`config.mk`:
```
export PLATFORM = sky130hd
export DESIGN_NAME = word_pack32_b
export DESIGN_NICKNAME = d
export VERILOG_FILES = /design/src/rtl/word_pack32_b.sv
export SDC_FILE = /design/constraint.sdc
export NUM_CORES = 1
export LEC_CHECK = 0
export BUFFER_PORTS_ARGS = -buffer_cell sky130_fd_sc_hd__buf_4
export CORE_MARGIN = 10
export CORE_UTILIZATION = 40
export DETAILED_ROUTE_END_ITERATION = 7
export PLACE_DENSITY = 0.75
export SYNTH_ARGS = -nofsm -noshare
export SYNTH_HDL_FRONTEND = slang
export SYNTH_SLANG_ARGS = --single-unit
export TNS_END_PERCENT = 1
```
`constraint.sdc`:
```
create_clock -name CLK -period 4.2 [get_ports CLK]
set_clock_uncertainty 0.05 [all_clocks]
set_input_delay 0.42 -clock CLK [delete_from_list [all_inputs] [get_ports CLK]]
set_output_delay 0.42 -clock CLK [all_outputs]
set_load 0.005 [all_outputs]
```
`src/rtl/word_pack32_b.sv`:
```
// rtl/word_pack32_b.sv - byte-serial word storage reader packing little-endian 32-bit stream beats
module word_pack32_b #(
    parameter int WORD_MAX_LEN   = 10,
    parameter int RANGES_MAX     = 2,
    parameter int RANGE_INFO_MSB = (WORD_MAX_LEN > 1) ? $clog2(WORD_MAX_LEN) : 1
) (
    input  logic                                       CLK,
    input  logic                                       RST_N,
    input  logic [7:0]                                 din,
    output logic [((WORD_MAX_LEN > 1) ? $clog2(WORD_MAX_LEN) : 1)-1:0] rd_addr,
    input  logic [$clog2(WORD_MAX_LEN+1)-1:0]          word_len,
    input  logic [15:0]                                word_id,
    input  logic [RANGES_MAX*(RANGE_INFO_MSB+1)-1:0]   range_info,
    input  logic                                       word_list_end,
    input  logic                                       empty,
    output logic                                       set_empty,
    output logic [31:0]                                dout,
    output logic [2:0]                                 dout_bytes,
    output logic                                       dout_first,
    output logic                                       dout_last,
    output logic [15:0]                                out_word_id,
    output logic [$clog2(WORD_MAX_LEN+1)-1:0]          out_word_len,
    output logic [RANGES_MAX*(RANGE_INFO_MSB+1)-1:0]   out_range_info,
    output logic                                       out_list_end,
    output logic                                       valid,
    input  logic                                       ready
);

    // Address width covers 0..WORD_MAX_LEN-1, length width covers 0..WORD_MAX_LEN.
    // WORD_MAX_LEN is expected to be at least 4 so a full beat count fits the length width.
    localparam int ADDR_W = (WORD_MAX_LEN > 1) ? $clog2(WORD_MAX_LEN) : 1;
    localparam int LEN_W  = $clog2(WORD_MAX_LEN + 1);

    typedef enum logic [2:0] {
        IDLE       = 3'd0,
        FETCH      = 3'd1,
        OUT        = 3'd2,
        RELEASE    = 3'd3,
        WAIT_EMPTY = 3'd4
    } state_t;

    state_t             state;
    logic [LEN_W-1:0]   byte_ptr;
    logic               first_flag;
    // FETCH step counter: step c issues address byte_ptr+c (c < n) and captures lane c-1 (c >= 1)
    logic [2:0]         cnt;

    logic [LEN_W-1:0]   rem;
    logic [2:0]         n_bytes;
    logic [1:0]         lane;
    logic               beat_is_last;

    // Bytes remaining in the word and the size of the beat currently being fetched
    always_comb begin
        rem          = out_word_len - byte_ptr;
        n_bytes      = (rem >= LEN_W'(4)) ? 3'd4 : rem[2:0];
        lane         = 2'(cnt - 3'd1);
        beat_is_last = ((byte_ptr + LEN_W'(n_bytes)) == out_word_len);
    end

    // Main controller: sideband latch, byte fetch/pack, stream handshake and storage release
    always_ff @(posedge CLK) begin
        if (!RST_N) begin
            state          <= IDLE;
            byte_ptr       <= '0;
            first_flag     <= 1'b0;
            cnt            <= '0;
            rd_addr        <= '0;
            set_empty      <= 1'b0;
            dout           <= '0;
            dout_bytes     <= '0;
            dout_first     <= 1'b0;
            dout_last      <= 1'b0;
            out_word_id    <= '0;
            out_word_len   <= '0;
            out_range_info <= '0;
            out_list_end   <= 1'b0;
            valid          <= 1'b0;
        end else begin
            case (state)
                IDLE: begin
                    if (!empty) begin
                        out_word_len   <= word_len;
                        out_word_id    <= word_id;
                        out_range_info <= range_info;
                        out_list_end   <= word_list_end;
                        byte_ptr       <= '0;
                        cnt            <= '0;
                        dout           <= '0;
                        if (word_list_end || (word_len == '0)) begin
                            // Marker or empty word: single zero-byte beat, storage is never read
                            first_flag <= 1'b1;
                            dout_bytes <= 3'd0;
                            dout_first <= 1'b1;
                            dout_last  <= 1'b1;
                            valid      <= 1'b1;
                            state      <= OUT;
                        end else begin
                            first_flag <= 1'b1;
                            rd_addr    <= '0;
                            state      <= FETCH;
                        end
                    end
                end

                FETCH: begin
                    // din reflects the address issued on the previous step
                    if (cnt != 3'd0) begin
                        dout[{lane, 3'b000} +: 8] <= din;
                    end
                    if (cnt == n_bytes) begin
                        dout_bytes <= n_bytes;
                        dout_last  <= beat_is_last;
                        dout_first <= first_flag;
                        valid      <= 1'b1;
                        state      <= OUT;
                    end else begin
                        if ((cnt + 3'd1) < n_bytes) begin
                            rd_addr <= ADDR_W'(byte_ptr + LEN_W'(cnt) + LEN_W'(1));
                        end
                        cnt <= cnt + 3'd1;
                    end
                end

                OUT: begin
                    // Everything is held until the consumer takes the beat
                    if (ready) begin
                        valid      <= 1'b0;
                        first_flag <= 1'b0;
                        byte_ptr   <= byte_ptr + LEN_W'(dout_bytes);
                        if (dout_last) begin
                            set_empty <= 1'b1;
                            state     <= RELEASE;
                        end else begin
                            // Next beat starts at the byte after the ones just sent; lanes refilled from zero
                            rd_addr <= ADDR_W'(byte_ptr + LEN_W'(dout_bytes));
                            cnt     <= '0;
                            dout    <= '0;
                            state   <= FETCH;
                        end
                    end
                end

                RELEASE: begin
                    set_empty <= 1'b0;
                    state     <= WAIT_EMPTY;
                end

                WAIT_EMPTY: begin
                    // empty has not caught up with the release yet, so skip one look at it
                    state <= IDLE;
                end

                default: begin
                    state <= IDLE;
                end
            endcase
        end
    end

endmodule
```
==> impl_metrics.toml <==
[timing]
fin_crit_sh_pct = 85.5
drv_slew = 0
hold_viol_final = 0
fmax_mhz = 278
finalCriticalPeriod_ns = 3.59
postLayoutSetupSlackWorst_ns = 0.609
worstMarginPinSlew_ns = 1.23
setup_tns_ns = 0
setup_viol = 0
slew_headroom_pct = 17.7
rsz0062_at_grt = "no"

[logic_synthesis]
async_flop_share_pct = 0
synthesis.nets = 559
synth-seq-cells = 85
synth_edf_count = 0
yosys.cell_types.count = 55
yosys_warnings = 0
ys.flop_type = "dfxtp_1"
netlist.area_leader.share_pct = 41.8
yosysTopAreaCell = "dfxtp_1"
synthTopCellsByArea = "dfxtp_1, nand2_1, a21oi_1, ha_1, nor2_1"
syn-cell-area_um2 = 4080
yosysSeqAreaShare_pct = 41.8
syn_inst = 495
postSynthAreaPerCell_um2 = 8.23

[cts]
cts_sinks = 85
cts.htree.levels = 3
cts_hold_buf = 0
cts_buffer_depth = 2
cts_resized = 0
path_clk_slew_ns = 0.09
cts_made_buffers = 9
post_cts.repair.setup_buffers = 0
clock_latency_ns = 0.35
root_buffer = "clkbuf_8"
cts_tree = "yes"

[placement]
placed_cells = 721
pre_cts_ws_ns = 0.614
place.gp.congestion = 0.888
port_buffers = 116
dp.final_hpwl_um = 9030

[flow_run]
cap_violations = 0

[critical_path]
crit_type = "reg2reg"
path_cells = "inv_1 -> ha_1 -> fa_1 -> xnor2_1 -> and4b_1 -> nor2_2 -> nor2_1 -> ha_1 -> inv_1 -> nand3_1 -> and4_1 -> nor2_1 -> a21boi_1 -> o21a_1"
start_kind = "register"
worst_path_max_delay_cell = "nor2_1"
crit_buf_inv = 2
slowest_delay_ns = 0.42
crit_family = "simple AND/OR/NAND/NOR gates"
arrival_ns = 3.78
required_ns = 4.39
end_kind = "register"
crit_fanout = 7

[floorplan]
die_y_um = 121
io_pins = 117
die-area_um2 = 14600
start_util_pct = 41.3
std_cell_rows = 36
core_um2 = 9860
fp.dieW_um = 121

[power]
vdd_drop_max_uv = 207
p_per_area_nw_per_um2 = 367
finalPower_mw = 1.91
static-leakage-power_nw = 2.20

[route]
wirelength_um = 11800
detail_route.wl_per_cell_um = 16.1
viasPerCell = 5.26
ant_nets = 0
dr.pass1.iters = 5
drtIter0Drc = 191
drc = 0
vias = 3872

[min_path]
hp-class = "in2reg"

[finish]
drive_above_1_share_pct = 25.4
instances_no_fill = 736
n_antenna_cell = 0
area_growth_pct = 27.8
nets = 663

[global_route]
grt-ovfl-total = 0
grt_pass1_vias = 3927
grt_first_pass_wirelength_um = 19700
grtUsageTotal_pct = 16.1
grt_max_degree = 46
antenna_found_initial = 0

[outcome]
status = "completed"
[sequential cells by signal (all words and copies together), names as in the netlist]
register	cells
dout	32
rd_addr	4
dout_bytes	3
first_flag	1
out_range_info	10
byte_ptr	4
out_word_len	4
dout_last	1
dout_first	1
out_word_id	16
out_list_end	1
state	3
valid	1
set_empty	1
cnt	3
[layout make-up]
cell class              count  area, µm²
clock buffers              10        138
clock inverters             5       43.8
fillers                   943       4660
inverters                  21       78.8
multi-input cells         362       2180
flip-flops and latches     85       1700
well taps                 133        166
repair buffers            120        901
[report_power, final]
part / internal, mW / total [mW] / switching [mW] / leakage, nW
Sequential: 0.852 / 0.898 / 0.0460 / 0.691
Combinational: 0.196 / 0.472 / 0.276 / 1.42
Clock: 0.235 / 0.543 / 0.308 / 0.0869
Total: 1.28 / 1.91 / 0.630 / 2.20
[Yosys cell counts, drive strengths merged (7+ instances only)]
| master | count |
|---|---|
| o21a | 7 |
| inv | 21 |
| nor2 | 40 |
| a31oi | 9 |
| a21oi | 64 |
| a22oi | 16 |
| ha | 18 |
| nand3 | 18 |
| dfxtp | 85 |
| clkbuf | 21 |
| nand2 | 93 |
| nor3 | 14 |
[per-stage QoR]
stage / utilization, % / instance area [µm²] / hold WS, ns
3_5_place_dp: 51.0 / 5030 / 0.398
6_report: 52.8 / 5210 / 0.258
4_1_cts: 52.8 / 5210 / 0.243
2_1_floorplan: - / 4080 / 0.398
3_3_place_gp: 51.0 / 5030 / 0.392
5_1_grt: 52.8 / 5210 / 0.240
[routing by layer]
layer	part of all wire [%]	up-vias	wire, µm	GRT usage (%)
met5	0	-	0	0
met1	43	1842	5090	19.8
met2	49	103	5790	26.4
met3	7.1	7	841	5.72
met4	1.0	0	121	3.85
li1	-	1920	-	-
[logic make-up (layout without fill, tap and decap cells)]
kind of cell             count (synthesis)  count (layout)  share of synthesized area [%]
AO/OA/AOI/OAI                          124             124                           18.8
XOR/XNOR                                12              12                           2.58
flip-flops                              85              85                           41.8
adder cells (fa/ha/maj)                 21              21                           7.00
AND/OR/NAND/NOR                        199             199                           23.5
multiplexers                             6               6                           1.47
buffers and inverters                   48             156                           4.91
[final timing paths]
path	slack [ns]	end	startpoint	cells after the start
max	0.61	dout_bytes[2]	out_word_len[0]	14
min	0.26	out_range_info[8]	range_info[8]	3
max reg2reg	0.61	dout_bytes[2]	out_word_len[0]	14
min reg2reg	0.41	out_range_info[7]	out_range_info[7]	2
[worst reg2reg max path, cell delays in order, from the launching register on]
cell and delay, ns:
dfxtp_1 0.40, inv_1 0.06, ha_1 0.22, fa_1 0.39, xnor2_1 0.39, and4b_1 0.29
nor2_2 0.13, nor2_1 0.06, ha_1 0.31, inv_1 0.07, nand3_1 0.12, and4_1 0.27
nor2_1 0.42, a21boi_1 0.12, o21a_1 0.19
[cell usage in the layout, fill, tap and decap left out, drive strengths merged, types with 7 or more instances in the layout]
master    n
nor3     14
clkbuf   10
nand2    93
o21a      7
a21oi    64
buf     120
inv      23
nor2     40
a22oi    16
nand3    18
a31oi     9
dfxtp    85
ha       18
Power figures use the tool's default switching activity.
